### config.mk
export PLATFORM = sky130hd
export DESIGN_NAME = lsu_axi_master
export DESIGN_NICKNAME = d
export VERILOG_FILES = /design/src/rtl/lsu_axi_master.sv
export SDC_FILE = /design/constraint.sdc
export NUM_CORES = 1
export LEC_CHECK = 0
export ABC_AREA = 1
export BUFFER_PORTS_ARGS = -buffer_cell sky130_fd_sc_hd__clkbuf_2
export CAP_MARGIN = 20
export CORE_ASPECT_RATIO = 0.7
export CORE_MARGIN = 8
export CORE_UTILIZATION = 40
export CTS_CLUSTER_DIAMETER = 50
export DETAILED_ROUTE_END_ITERATION = 10
export PLACE_DENSITY = 0.71
export SETUP_SLACK_MARGIN = 0.1
export SLEW_MARGIN = 20
export SYNTH_ARGS = -nofsm -noshare
export SYNTH_HDL_FRONTEND = slang
export SYNTH_SLANG_ARGS = --single-unit
### constraint.sdc
create_clock -name clk -period 3.3 [get_ports clk]
set_input_delay 0.495 -clock clk [delete_from_list [all_inputs] [get_ports clk]]
set_output_delay 0.495 -clock clk [all_outputs]
set_load 0.02 [all_outputs]
### src/rtl/lsu_axi_master.sv
// Load/store unit bus engine: runs one EXU memory request at a time as an AXI-lite master and
// returns lane-steered, extended load data or store completion with an error code.
module lsu_axi_master #(
   parameter int unsigned XLEN    = 32,
   parameter int unsigned TIMEOUT = 255
) (
   input  logic              clk,
   input  logic              rst,
   input  logic              req_valid,
   output logic              req_ready,
   input  logic              req_we,
   input  logic [2:0]        req_func3,
   input  logic [XLEN-1:0]   req_addr,
   input  logic [XLEN-1:0]   req_wdata,
   output logic              resp_valid,
   output logic [XLEN-1:0]   resp_rdata,
   output logic [1:0]        resp_err,
   output logic              m_arvalid,
   input  logic              m_arready,
   output logic [XLEN-1:0]   m_araddr,
   output logic [2:0]        m_arsize,
   input  logic              m_rvalid,
   output logic              m_rready,
   input  logic [XLEN-1:0]   m_rdata,
   input  logic [1:0]        m_rresp,
   output logic              m_awvalid,
   input  logic              m_awready,
   output logic [XLEN-1:0]   m_awaddr,
   output logic [2:0]        m_awsize,
   output logic              m_wvalid,
   input  logic              m_wready,
   output logic [XLEN-1:0]   m_wdata,
   output logic [XLEN/8-1:0] m_wstrb,
   input  logic              m_bvalid,
   output logic              m_bready,
   input  logic [1:0]        m_bresp
);

   localparam int unsigned SW = XLEN / 8;
   localparam int unsigned OW = $clog2(SW);
   localparam int unsigned TW = (TIMEOUT > 1) ? $clog2(TIMEOUT + 1) : 1;

   localparam logic [2:0] StIdle = 3'd0;
   localparam logic [2:0] StAr   = 3'd1;
   localparam logic [2:0] StR    = 3'd2;
   localparam logic [2:0] StAww  = 3'd3;
   localparam logic [2:0] StB    = 3'd4;
   localparam logic [2:0] StResp = 3'd5;

   localparam logic [1:0] ErrOk       = 2'd0;
   localparam logic [1:0] ErrMisalign = 2'd1;
   localparam logic [1:0] ErrBus      = 2'd2;
   localparam logic [1:0] ErrTimeout  = 2'd3;

   logic [2:0]      state_q, state_d;
   logic [1:0]      size_q, size_d;
   logic            uns_q, uns_d;
   logic [XLEN-1:0] addr_q, addr_d;
   logic [XLEN-1:0] wdata_q, wdata_d;
   logic [SW-1:0]   wstrb_q, wstrb_d;
   logic            aw_done_q, aw_done_d;
   logic            w_done_q, w_done_d;
   logic [TW-1:0]   timer_q, timer_d;
   logic [XLEN-1:0] rdata_q, rdata_d;
   logic [1:0]      err_q, err_d;

   // Request-side decode: alignment, store lane steering.
   logic [1:0]      req_size;
   logic [OW-1:0]   req_off;
   logic [XLEN-1:0] align_mask;
   logic            misaligned;
   logic [XLEN-1:0] wdata_shift;
   logic [15:0]     strb_base;
   logic [15:0]     strb_shift;

   always_comb begin
      req_size    = req_func3[1:0];
      req_off     = req_addr[OW-1:0];
      align_mask  = (XLEN'(1) << req_size) - XLEN'(1);
      misaligned  = (32'(req_size) > OW) || ((req_addr & align_mask) != '0);
      wdata_shift = req_wdata << {req_off, 3'b000};
      strb_base   = (16'd1 << (16'd1 << req_size)) - 16'd1;
      strb_shift  = strb_base << req_off;
   end

   // Load-side lane extraction and sign/zero extension.
   logic [XLEN-1:0] r_shift;
   logic [XLEN-1:0] keep;
   logic            sign_bit;
   logic [XLEN-1:0] r_ext;

   always_comb begin
      r_shift = m_rdata >> {addr_q[OW-1:0], 3'b000};
      case (size_q)
         2'd0: begin
            keep     = XLEN'(8'hFF);
            sign_bit = r_shift[7];
         end
         2'd1: begin
            keep     = XLEN'(16'hFFFF);
            sign_bit = r_shift[15];
         end
         2'd2: begin
            keep     = XLEN'(32'hFFFF_FFFF);
            sign_bit = r_shift[31];
         end
         default: begin
            keep     = '1;
            sign_bit = r_shift[XLEN-1];
         end
      endcase
      r_ext = (r_shift & keep) | (~keep & {XLEN{sign_bit & ~uns_q}});
   end

   logic timeout_hit;
   logic counting;
   logic aw_ok;
   logic w_ok;

   always_comb begin
      state_d   = state_q;
      size_d    = size_q;
      uns_d     = uns_q;
      addr_d    = addr_q;
      wdata_d   = wdata_q;
      wstrb_d   = wstrb_q;
      aw_done_d = aw_done_q;
      w_done_d  = w_done_q;
      rdata_d   = rdata_q;
      err_d     = err_q;
      aw_ok     = aw_done_q | m_awready;
      w_ok      = w_done_q | m_wready;
      timeout_hit = (TIMEOUT != 0) && (timer_q == TW'(TIMEOUT - 1));
      counting    = (state_q == StAr) || (state_q == StR) || (state_q == StAww) ||
                    (state_q == StB);

      case (state_q)
         StIdle: begin
            if (req_valid) begin
               size_d    = req_size;
               uns_d     = req_func3[2];
               addr_d    = req_addr;
               wdata_d   = wdata_shift;
               wstrb_d   = strb_shift[SW-1:0];
               aw_done_d = 1'b0;
               w_done_d  = 1'b0;
               if (misaligned) begin
                  state_d = StResp;
                  err_d   = ErrMisalign;
                  rdata_d = '0;
               end else if (req_we) begin
                  state_d = StAww;
               end else begin
                  state_d = StAr;
               end
            end
         end
         StAr: begin
            if (m_arready) begin
               state_d = StR;
            end else if (timeout_hit) begin
               state_d = StResp;
               err_d   = ErrTimeout;
               rdata_d = '0;
            end
         end
         StR: begin
            if (m_rvalid) begin
               state_d = StResp;
               err_d   = (m_rresp != 2'b00) ? ErrBus : ErrOk;
               rdata_d = (m_rresp != 2'b00) ? '0 : r_ext;
            end else if (timeout_hit) begin
               state_d = StResp;
               err_d   = ErrTimeout;
               rdata_d = '0;
            end
         end
         StAww: begin
            aw_done_d = aw_ok;
            w_done_d  = w_ok;
            if (aw_ok && w_ok) begin
               state_d = StB;
            end else if (timeout_hit) begin
               state_d = StResp;
               err_d   = ErrTimeout;
               rdata_d = '0;
            end
         end
         StB: begin
            if (m_bvalid) begin
               state_d = StResp;
               err_d   = (m_bresp != 2'b00) ? ErrBus : ErrOk;
               rdata_d = '0;
            end else if (timeout_hit) begin
               state_d = StResp;
               err_d   = ErrTimeout;
               rdata_d = '0;
            end
         end
         StResp: begin
            state_d = StIdle;
            rdata_d = '0;
            err_d   = ErrOk;
         end
         default: begin
            state_d = StIdle;
            rdata_d = '0;
            err_d   = ErrOk;
         end
      endcase

      // The timer restarts on every state change so each channel gets its own budget.
      if (state_d != state_q) begin
         timer_d = '0;
      end else if (counting && (TIMEOUT != 0)) begin
         timer_d = timer_q + 1'b1;
      end else begin
         timer_d = timer_q;
      end
   end

   always_ff @(posedge clk or posedge rst) begin
      if (rst) begin
         state_q   <= StIdle;
         size_q    <= '0;
         uns_q     <= 1'b0;
         addr_q    <= '0;
         wdata_q   <= '0;
         wstrb_q   <= '0;
         aw_done_q <= 1'b0;
         w_done_q  <= 1'b0;
         timer_q   <= '0;
         rdata_q   <= '0;
         err_q     <= ErrOk;
      end else begin
         state_q   <= state_d;
         size_q    <= size_d;
         uns_q     <= uns_d;
         addr_q    <= addr_d;
         wdata_q   <= wdata_d;
         wstrb_q   <= wstrb_d;
         aw_done_q <= aw_done_d;
         w_done_q  <= w_done_d;
         timer_q   <= timer_d;
         rdata_q   <= rdata_d;
         err_q     <= err_d;
      end
   end

   assign req_ready  = (state_q == StIdle);
   assign resp_valid = (state_q == StResp);
   assign resp_rdata = rdata_q;
   assign resp_err   = err_q;

   assign m_arvalid  = (state_q == StAr);
   assign m_araddr   = addr_q;
   assign m_arsize   = {1'b0, size_q};
   assign m_rready   = (state_q == StR);

   assign m_awvalid  = (state_q == StAww) && !aw_done_q;
   assign m_awaddr   = addr_q;
   assign m_awsize   = {1'b0, size_q};
   assign m_wvalid   = (state_q == StAww) && !w_done_q;
   assign m_wdata    = wdata_q;
   assign m_wstrb    = wstrb_q;
   assign m_bready   = (state_q == StB);

endmodule

==> results.tsv <==
metric	value	unit
Tcrit/Tclk final	0.6693	
CTS H-tree lvls	4	
FMAX	452.7	MHz
Post-Synth XOR/XNOR Area	0.009720	
WL met2	8658	microns
clock power share	0.259	
Die ar.	20110	sq um
dpl ws	0.9969	ns
Synth Area in Compound Gates	0.1047	
final core utilization	0.5234	
slowest cell on the critical path	dfrtp_1	
via/cell ratio	4.971	
sw power	0.003559	W
Max transition margin	0.5706	
Flop pwr share	0.293	
fin. max-slew vios	0	
share of cells above drive strength 1	0.3314	
Synth Area per Inst	7.806	sq um
arrival time at the worst endpoint	2.52	ns
Syn Std Cell Area	6307	sq um
global-route wire length before repair	31840	microns
final net count	1132	
core area	15450	sq um
Ys Warns	0	
Cell variety after synth	35	
final WL	19900	microns
Pint	0.004290	W
TritonCTS buffer count	17	
critical path launch point type	register	
post-cts sizing count	0	
DR iter-0 viols	490	
VDD IR-drop max	0.4813	mV
initial antenna violation count	0	
CTS tree	done	
GRT Util Overall	0.1960	
Hold Path Class	input pin to async pin	
cell count after synthesis	808	
Power per Cell Area	970.5	nW/um^2
Clock Tree Root	clkbuf_16	
largest net degree at the start of global routing	73	
initial core utilization	0.4082	
register bit total from synthesis	118	
WP data required	3.61	ns
Setup Buffers After CTS	0	
Leakage	4.570	nW
worst slew pin tran	0.6434	ns
largest family of logic cells by synthesized area	simple AND/OR/NAND/NOR gates	
final hold violations	0	
setup tns final	0	ns
DRC	0	
post-synthesis adder-cell area fraction	0.007935	
CTS Hold Bufs	0	
Gate power share	0.448	
vias in the first global route	5998	
mux share of post-synthesis cell area	0.01904	
clk_skew	0.01132	ns
P&R area growth vs syn	28.23	%
row cnt	38	
Die Y	121.1	microns
Diodes inserted	0	
clock buffer depth	2	
most frequent CP cell	nand2_2	
Fillers	1490	
status	completed	
per-cell routed wire length	16.19	microns
Port-buffer cells	256	
RSZ-0062 raised after global routing	false	
WHS	0.1700	ns
Detail Route Antenna Nets	0	
Die Wd	166.1	microns
Crit. End Element	register	
Clock transition at path regs	0.06	ns
Top Ports	259	
Final Worst Setup Slack	1.091	ns
number of setup violations in the final report	0	
simple-gate portion of the synthesized area	0.2837	
cells along the critical path	inv_2 > nand2_2 > nor2_4 > nand2_2 > inv_2 > nand2_2 > o221ai_1	
CP max stage delay	0.46	ns
DR top layer	met4	
Crit Path Max Fanout	34	
GPL Wtd Cong	0.8997	
Max-cap violations	0	
Final min period	2.209	ns
met3 wire len	1832	microns
worst skew pair latency	0.41	ns
Sw Ratio	0.4534	
detailed-route via count	6109	
grt ovf	0	
sequential area share after synthesis	0.4682	
HPWL after DPL	15120	microns
critical path class	register to register	
clk sinks	118	
Met1 Wirelength	9255	microns
drt first pass iters	5	
[final cells by class]
type	instances	area [sq um]	area share
clock buffers	20	446.7	0.05523
repair buffers	264	1354	0.1674
clock inverters	12	201.4	0.02491
well taps	200	250.2	0.03094
multi-input cells	565	2691	0.3328
flip-flops and latches	118	2953	0.3651
inverters	50	191.4	0.02367
[per-layer routing]
| layer | up-vias | global-route usage |
|---|---|---|
| met1 | 2817 | 0.2704 |
| met3 | 17 | 0.06825 |
| met5 | - | 0 |
| li1 | 2974 | - |
| met4 | 0 | 0.04358 |
| met2 | 301 | 0.2914 |
[flip-flops by register name, summed over array words and instances (netlist names)]
name and flops:
m_araddr 32, m_wdata 32, resp_rdata 32, timer_q 8, m_wstrb 4, state_q 3
resp_err 2, size_q 2, aw_done_q 1, uns_q 1, w_done_q 1
[cells in the mapped netlist, drive strengths merged]
| cell type | number | area, sq um |
|---|---|---|
| a21oi | 12 | 60.06 |
| nand3 | 51 | 287.8 |
| buf | 63 | 432.9 |
| clkbuf | 13 | 48.80 |
| o221ai | 16 | 140.1 |
| xnor2 | 1 | 8.760 |
| or2 | 4 | 25.02 |
| nand3b | 1 | 7.510 |
| o31ai | 1 | 7.510 |
| mux2i | 12 | 120.1 |
| nor2 | 38 | 177.7 |
| and3 | 1 | 6.260 |
| o21ai | 84 | 424.2 |
| xor2 | 6 | 52.55 |
| ha | 4 | 50.05 |
| nand4 | 3 | 18.77 |
| o211ai | 1 | 7.510 |
| nand2 | 324 | 1261 |
| nor3 | 1 | 5.000 |
| a22o | 1 | 8.760 |
| a31oi | 2 | 12.51 |
| inv | 50 | 187.7 |
| dfrtp | 118 | 2953 |
| conb | 1 | 3.750 |
[power groups by stage]
stage	logic (W)	clock network [W]	registers, W
after detailed placement	0.00355	0	0.00230
after global placement	0.00351	0	0.00231
final	0.00352	0.00203	0.00230
after global routing	0.00388	0.00214	0.00236
after CTS	0.00354	0.00207	0.00230
after floorplan	0.00226	0	0.00269
[through the flow]
stage	area, sq um	cells	power [W]
2_1_floorplan	6315	809	0.004950
3_3_place_gp	7440	1197	0.005819
3_5_place_dp	7440	1197	0.005849
4_1_cts	8088	1229	0.007918
5_1_grt	8088	1229	0.008376
6_report	8088	1229	0.007849
[worst max-delay path: cells and delay by family (launching register included)]
family	cells	cell delay, ns
AND/OR/NAND/NOR	4	0.83
AO/OA/AOI/OAI	1	0.32
flip-flops	1	0.46
buffers and inverters	2	0.48
[kinds of logic after synthesis]
kind of cell | Yosys count
multiplexers | 12
AO/OA/AOI/OAI | 117
AND/OR/NAND/NOR | 423
XOR/XNOR | 7
flip-flops | 118
buffers and inverters | 126
other | 1
adder cells (fa/ha/maj) | 4
[layout by cell type, fill, tap and decap left out, types with 2 or more instances in the layout]
cell type / instances
nand2_2: 12
nand2_4: 2
clkinvlp_4: 6
or2_2: 4
nor2_1: 25
ha_1: 4
mux2i_1: 12
clkbuf_1: 2
bufinv_16: 5
a21oi_1: 12
buf_4: 7
nand3_1: 46
o21ai_0: 82
inv_2: 9
clkbuf_2: 256
conb_1: 2
inv_1: 40
nand3_2: 4
clkbuf_16: 17
nor2_2: 12
nand4_1: 3
nand2_1: 310
xor2_1: 6
a31oi_1: 2
o221ai_1: 16
dfrtp_1: 118
[worst paths after layout]
kind                       slack (ns)  cells after the start                  startpoint                    endpoint
min                              0.17                      3                         rst      m_wstrb[2]$_DFFE_PP0P_
max reg2reg                      1.09                      7        state_q[0]$_DFF_PP0_     m_wdata[19]$_DFFE_PP0P_
min reg2reg                      0.47                      2  resp_rdata[29]$_DFFE_PP0P_  resp_rdata[29]$_DFFE_PP0P_
max                              1.09                      7        state_q[0]$_DFF_PP0_     m_wdata[19]$_DFFE_PP0P_
max in group asynchronous        2.58                      3                         rst  resp_rdata[31]$_DFFE_PP0P_
min in group clk                 0.28                      3                 req_addr[6]     m_araddr[6]$_DFFE_PP0P_
Power figures use the tool's default switching activity.
